File: config.mk
export PLATFORM = sky130hd
export DESIGN_NAME = uart_rx_oversampled
export DESIGN_NICKNAME = d
export VERILOG_FILES = /design/src/rtl/uart_rx_oversampled.sv
export SDC_FILE = /design/constraint.sdc
export NUM_CORES = 1
export LEC_CHECK = 0
export BUFFER_PORTS_ARGS = -buffer_cell sky130_fd_sc_hd__buf_4
export CAP_MARGIN = 40
export CORE_ASPECT_RATIO = 1.2
export CORE_MARGIN = 2
export CORE_UTILIZATION = 59
export CTS_CLUSTER_DIAMETER = 50
export CTS_CLUSTER_SIZE = 30
export DETAILED_ROUTE_END_ITERATION = 7
export GPL_ROUTABILITY_DRIVEN = 0
export GPL_TIMING_DRIVEN = 0
export PLACE_DENSITY = 0.87
export SLEW_MARGIN = 40
export SYNTH_ARGS = -nofsm -noshare
export SYNTH_HDL_FRONTEND = slang
export SYNTH_SLANG_ARGS = --single-unit
File: constraint.sdc
create_clock -name clk -period 2 [get_ports clk]
set_input_delay 0.5 -clock clk [delete_from_list [all_inputs] [get_ports clk]]
set_output_delay 0.5 -clock clk [all_outputs]
set_load 0.02 [all_outputs]
File: src/rtl/uart_rx_oversampled.sv
// Oversampling UART receiver: synchronised rx line, 3-sample majority vote per bit,
// false-start rejection, optional parity and 1 or 2 checked stop bits.
module uart_rx_oversampled #(
  parameter int DATA_WIDTH  = 8,
  parameter int OVERSAMPLE  = 16,
  parameter int STOP_BITS   = 1,
  parameter int SYNC_STAGES = 2
) (
  input  logic                  clk,
  input  logic                  rst,
  input  logic                  rx_in,
  input  logic                  baud_tick,
  input  logic                  par_en,
  input  logic                  par_typ,
  output logic [DATA_WIDTH-1:0] p_data,
  output logic                  data_valid,
  output logic                  par_error,
  output logic                  stop_error,
  output logic                  busy
);
  localparam int TW = $clog2(OVERSAMPLE);
  localparam int BW = $clog2(DATA_WIDTH);
  localparam logic [TW-1:0] T_LAST = TW'(OVERSAMPLE - 1);
  localparam logic [TW-1:0] T_S0   = TW'(OVERSAMPLE / 2 - 1);
  localparam logic [TW-1:0] T_S1   = TW'(OVERSAMPLE / 2);
  localparam logic [TW-1:0] T_VOTE = TW'(OVERSAMPLE / 2 + 1);
  localparam logic [BW-1:0] B_LAST = BW'(DATA_WIDTH - 1);
  localparam logic [BW-1:0] S_LAST = BW'(STOP_BITS - 1);

  typedef enum logic [2:0] {IDLE, START, DATA, PARITY, STOP} state_t;

  state_t                  state, state_n;
  logic [SYNC_STAGES-1:0]  sync;
  logic                    rxs;
  logic [TW-1:0]           tick_cnt, tick_n, idx;
  logic [BW-1:0]           bit_cnt, bit_n;
  logic                    s0, s0_n, s1, s1_n, vote;
  logic [DATA_WIDTH-1:0]   shreg, shreg_n;
  logic                    perr, perr_n, stop_acc, stop_n;
  logic                    pen, pen_n, ptyp, ptyp_n;
  logic                    fin, fin_n;

  function automatic logic maj3(input logic a, input logic b, input logic c);
    return (a & b) | (a & c) | (b & c);
  endfunction

  assign rxs  = sync[SYNC_STAGES-1];
  assign busy = (state != IDLE);

  always_ff @(posedge clk) begin
    if (!rst) sync <= '1;
    else      sync <= {sync[SYNC_STAGES-2:0], rx_in};
  end

  always_comb begin
    state_n = state;
    tick_n  = tick_cnt;
    bit_n   = bit_cnt;
    s0_n    = s0;
    s1_n    = s1;
    shreg_n = shreg;
    perr_n  = perr;
    stop_n  = stop_acc;
    pen_n   = pen;
    ptyp_n  = ptyp;
    fin_n   = 1'b0;
    // idx is the position of the current tick within the bit; the start-detect tick is 0
    idx     = (tick_cnt == T_LAST) ? '0 : tick_cnt + 1'b1;
    vote    = maj3(s0, s1, rxs);
    if (baud_tick) begin
      if (state == IDLE) begin
        if (!rxs) begin
          state_n = START;
          tick_n  = '0;
          bit_n   = '0;
          perr_n  = 1'b0;
          stop_n  = 1'b0;
          pen_n   = par_en;
          ptyp_n  = par_typ;
        end
      end else begin
        tick_n = idx;
        if (idx == T_S0) s0_n = rxs;
        if (idx == T_S1) s1_n = rxs;
        unique case (state)
          START: begin
            if (idx == T_VOTE && vote) state_n = IDLE;
            else if (idx == T_LAST)    state_n = DATA;
          end
          DATA: begin
            if (idx == T_VOTE) shreg_n = {vote, shreg[DATA_WIDTH-1:1]};
            if (idx == T_LAST) begin
              if (bit_cnt == B_LAST) begin
                bit_n   = '0;
                state_n = pen ? PARITY : STOP;
              end else begin
                bit_n = bit_cnt + 1'b1;
              end
            end
          end
          PARITY: begin
            if (idx == T_VOTE) perr_n = ptyp ? ~^{shreg, vote} : ^{shreg, vote};
            if (idx == T_LAST) state_n = STOP;
          end
          STOP: begin
            // leave on the final stop vote so a start bit right after it is not missed
            if (idx == T_VOTE) begin
              stop_n = stop_acc | ~vote;
              if (bit_cnt == S_LAST) begin
                state_n = IDLE;
                fin_n   = 1'b1;
              end
            end
            if (idx == T_LAST) bit_n = bit_cnt + 1'b1;
          end
          default: state_n = IDLE;
        endcase
      end
    end
  end

  always_ff @(posedge clk) begin
    if (!rst) begin
      state      <= IDLE;
      tick_cnt   <= '0;
      bit_cnt    <= '0;
      s0         <= 1'b1;
      s1         <= 1'b1;
      shreg      <= '0;
      perr       <= 1'b0;
      stop_acc   <= 1'b0;
      pen        <= 1'b0;
      ptyp       <= 1'b0;
      fin        <= 1'b0;
      p_data     <= '0;
      data_valid <= 1'b0;
      par_error  <= 1'b0;
      stop_error <= 1'b0;
    end else begin
      state      <= state_n;
      tick_cnt   <= tick_n;
      bit_cnt    <= bit_n;
      s0         <= s0_n;
      s1         <= s1_n;
      shreg      <= shreg_n;
      perr       <= perr_n;
      stop_acc   <= stop_n;
      pen        <= pen_n;
      ptyp       <= ptyp_n;
      fin        <= fin_n;
      data_valid <= fin;
      if (fin) begin
        p_data     <= shreg;
        par_error  <= perr;
        stop_error <= stop_acc;
      end
    end
  end
endmodule

Word-level counts from Yosys, hierarchy flattened
Cells that the tools add are included.
Cells by class
  $add $sub $neg: 2
  multiply operators: 0
  div/mod/pow operators: 0
  order comparisons: 0
  eq/ne operators: 18
  shifts and indexed selects: 0
  muxes and demuxes: 29
  bitwise logic cells: 13
  reductions and logical operators: 20
Operators with widths (count)
  two-way mux 3 bit: 15
  != test 3 bit, second input constant: 6
  equality test 4 bit, second input constant: 4
  two-way mux 4 bit: 3
  case mux 3 bit (4 select lines): 1
  AND reduction 4 bit: 3
  two-way mux 1 bit: 9
  AND reduction 3 bit: 3
  XNOR reduction 9 bit: 1
  parity 9 bit: 1
  AND reduction 8 bit: 1
  inverter 1 bit: 7
  equality test 3 x 2 -> 1 bit, second input constant: 2
  equality test 3 bit, second input constant: 2
  zero test 3 bit: 2
  case mux 3 bit (2 select lines): 1
  nonzero test 2 bit: 3
  nonzero test 3 bit: 2
  AND reduction 5 bit: 1
  OR reduction 5 bit: 1
  adder 4 x 1 -> 4 bit, second input constant: 1
  equality test 4 x 3 -> 1 bit, second input constant: 1
  != test 4 bit, second input constant: 1
  adder 3 x 1 -> 3 bit, second input constant: 1
  6 further kinds: 10
Storage, ports and cells
  register bits: 38
  latch bits: 0
  memory bits (writable): 0
  memory bits (read-only): 0
  logic and storage cells: 98
  memories: 0

Logic depth before layout (Yosys ltp)
  depth after elaboration: 8
  depth in mapped cells: 8

Worst setup path before layout
Ideal clock, no wire load.
  path type: register to register
  from: register tick_cnt[0]
  to: register s1
  library setup time: 126 ps
  data arrival time: 1589 ps
  required time: 1874 ps
  setup slack: 285 ps
  stages on the path, launching flop included: 7
  path buffers: 0
  period minus slack after synthesis: 1715 ps
  path through: dfxtp_1 ha_1 xor2_1 or4b_1 a21oi_1 mux2i_1 nand2_1
Between the ends
  longest elaborated chain between the ends: 4
  elaborated cells between the ends (all ways): 5
  classes of those cells: add/sub (1); eq/ne (2); mux (1); reduce/logical (1)
RTL lines
  start: declaration: line 35  | logic [TW-1:0] tick_cnt, tick_n, idx;
  start signal: assignment: line 141  | tick_cnt <= tick_n;
  adder 4 x 1 -> 4 bit / equality test 4 bit (equally long branches): line 68  | idx = (tick_cnt == T_LAST) ? '0 : tick_cnt + 1'b1;
  two-way mux 4 bit *: line 68
  equality test 4 bit *: line 84  | if (idx == T_S1) s1_n = rxs;
  AND reduction 3 bit (no source line) *
  end signal: assignment: line 144  | s1 <= s1_n;
  end: declaration: line 37  | logic s0, s0_n, s1, s1_n, vote;
Every way passes the cells marked *; elsewhere a longest branch is shown, timed or not.
A chain may end at the register's enable or synchronous reset.

Worst setup path in the final report
Same ends and word-level chain as after synthesis.

==> metrics.txt <==
largest net degree at the start of global routing=13; adder-cell share of the synthesized area=under 10%; Cell Pwr Density=about 700 nW/um^2; cell row count=23; DRT antenna net count=0; worst flop-to-flop path startpoint=tick_cnt[0]; Fillers=250; Clock Tree Buf Depth=2; Setup TNS=0 ps; minimum clock period=approximately 1800 ps; sequential share of the synthesized area=roughly 37%; initial antenna violation count=0; terminus of the critical flop-to-flop path=s1; global-route wire length before repair=a little under 7 mm; Synth Area in Compound Gates=roughly 12%; Max Fanout on Critical Path=9; Leak Pwr=1.01 nW; Synth cell types=50; Avg Vias per Cell=5.71; Slew headroom=between 50% and 60%; drt total wl=around 4 mm; Final Cycle Share=between 90% and 100%; hold crit path type=primary input to register; die area=just under 4000 um^2; GR Util All Layers=a little under a quarter; Post-Syn Area=2050 um^2; Initial Util=61.4%; Wirelength per Cell=about 14 um; most frequent cells in the layout=36 x dfxtp_1, 26 x nor2b_1, 24 x mux2i_1, 19 x nand2_1, 18 x buf_4; most common cell after layout, fill and taps aside=dfxtp_1; Primary FF master, synth=dfxtp_1; Layout area overhead=15.4%; worst slew pin tran=666 ps; clk sinks=38; root buffer cell=clkbuf_8; GR Overflow Total=0; metal3 WL=roughly 170 um; Worst EP required=~2200 ps; Fin Clk Skew=6.77 ps; H-tree levels=2; crit path DAT=~2000 ps; crit path kind=register to register; DPL Wire Length=slightly below 3 mm; post-layout util=between 70% and 80%; TritonCTS buffer count=5; post-route cell area=around 2400 um^2; Mapped Cells=224; Hold Path End=sync[0]; CORE AREA=3340 um^2; n_diodes=0; # nets final=260; RSZ-0062 raised after global routing=no; Synth Area in Simple Gates=a little under a quarter; FFs w/ async S/R, synth=0%; Final Max Slew Viols=0; TritonCTS clock tree=built; Worst-Skew Late Latency=around 290 ps; IO Pins=18; clock-pin slew on the worst setup and hold paths=approximately 70 ps; CTS resizes=0; Synth Area in XOR/XNOR=4.94%; Synth Area per Inst=roughly 9.2 um^2; DRC viols=0; Final Hold Vio Count=0; CP endpoint kind=register; maximum VDD drop=0.571 mV; synth warn=0; Buffers on Ports=16; fraction of layout cells with a size suffix above 1=about 17%; vias in the first global route=1614; Hold Startpoint=rx_in; largest family of logic cells by synthesized area=simple AND/OR/NAND/NOR gates; number of synthesized flops with an enable pin=0; chip height=just under 70 um; Die X=57.8 um; status=finished clean; f_max=551 MHz; flop2flop setup slack=180 ps; drt first pass iters=4; hold buffer count at cts=0; post-CTS setup buffer count=0; Reg2Reg Depth=6; wl on met1=about 1.8 mm; vias after detailed routing=about 1600; Worst Setup Start Kind=register; #FFs+latches synth=38; syn nets=237; top sig layer=met4; met2 wire length=2.10 mm; setup violators final=0; Placed Area=around 2200 um^2; max-cap violations=0; Iteration-0 DRC Markers=74; post-synthesis mux area share=12.3%; hold path cells=2
-- critical path, cell delays in order, from the launching register on --
cell     delay, ps
dfxtp_2        370
ha_1           260
xor2_1         160
or4b_1         460
a21oi_1        180
mux2i_1        200
nand2_1         60
-- worst max-delay path by stage --
stage / start / to / cells after the start / slack, ps
after CTS: state[2] / busy / 4 / 30
after global placement: tick_cnt[0] / s1 / 6 / 170
after floorplan: tick_cnt[0] / s1 / 6 / 290
after detailed placement: tick_cnt[1] / s1 / 6 / 140
final: tick_cnt[0] / s1 / 6 / 180
after global routing: tick_cnt[1] / perr / 6 / 30
-- cell usage after synthesis (2+ instances only) --
| library cell | number | area (um^2) |
|---|---|---|
| a211oi_2 | 2 | 25.0 |
| a21boi_0 | 2 | 15.0 |
| a21oi_1 | 5 | 25.0 |
| a22oi_1 | 3 | 22.5 |
| a31oi_1 | 2 | 12.5 |
| and2_1 | 2 | 12.5 |
| and3_1 | 4 | 25.0 |
| buf_2 | 4 | 20.0 |
| buf_4 | 2 | 15.0 |
| buf_6 | 3 | 33.8 |
| clkbuf_1 | 4 | 15.0 |
| dfxtp_1 | 38 | 761 |
| ha_1 | 7 | 87.6 |
| inv_1 | 10 | 37.5 |
| mux2i_1 | 24 | 240 |
| nand2_1 | 19 | 71.3 |
| nand2b_1 | 4 | 25.0 |
| nand3_1 | 7 | 35.0 |
| nand4_1 | 3 | 18.8 |
| nor2_1 | 4 | 15.0 |
| nor2b_1 | 26 | 163 |
| nor3_1 | 5 | 25.0 |
| nor4_1 | 2 | 12.5 |
| o2111ai_1 | 2 | 17.5 |
| o21ai_0 | 6 | 30.0 |
| o22ai_1 | 2 | 12.5 |
| or3_1 | 2 | 12.5 |
| xnor2_1 | 5 | 43.8 |
| xor2_1 | 4 | 35.0 |
-- power breakdown --
group          leakage [nW]  switching, W  internal [W]
clock                0.0714      0.000275      0.000532
combinational         0.631     0.0000464     0.0000352
sequential            0.308    0.00000610      0.000761
-- registers in the layout, summed over array words and instances, names as in the netlist --
name / cells
bit_cnt: 3
data_valid: 1
fin: 1
p_data: 8
par_error: 1
pen: 1
perr: 1
ptyp: 1
s0: 1
s1: 1
shreg: 8
state: 3
stop_acc: 1
stop_error: 1
sync: 2
tick_cnt: 4
-- layer usage --
metal	vias up	global-route usage [%]
met1	756	24.9
met3	6	5.97
met2	40	41.2
li1	824	-
met4	0	11.6
met5	-	0
-- cell families after synthesis --
logic type,Yosys count
simple gates,84
xor+xnor,10
mux,25
buf+inv,24
flops,38
compound gates,35
fa+ha+maj,8
-- area by class of cell --
| class | instances | area (um^2) | area share (%) |
|---|---|---|---|
| clock inverter | 2 | 60.1 | 2.54 |
| clock buffer | 6 | 82.6 | 3.49 |
| tap | 37 | 46.3 | 1.96 |
| inverter | 10 | 37.5 | 1.59 |
| sequential | 38 | 763 | 32.2 |
| timing repair buffer | 16 | 120 | 5.07 |
| buffer | 14 | 87.6 | 3.70 |
| multi-input combinational | 162 | 1170 | 49.4 |
-- metrics by stage --
stage | hold WS [ps] | cells | setup slack [ps] | power, W
global placement | 392 | 277 | 173 | 0.000864
detailed placement | 402 | 277 | 142 | 0.000865
finish | 387 | 285 | 185 | 0.00166
global route | 382 | 285 | 33.4 | 0.00171
CTS | 380 | 285 | 27.9 | 0.00167
floorplan | 386 | 224 | 285 | 0.000840
(Power assumes the default switching activity.)
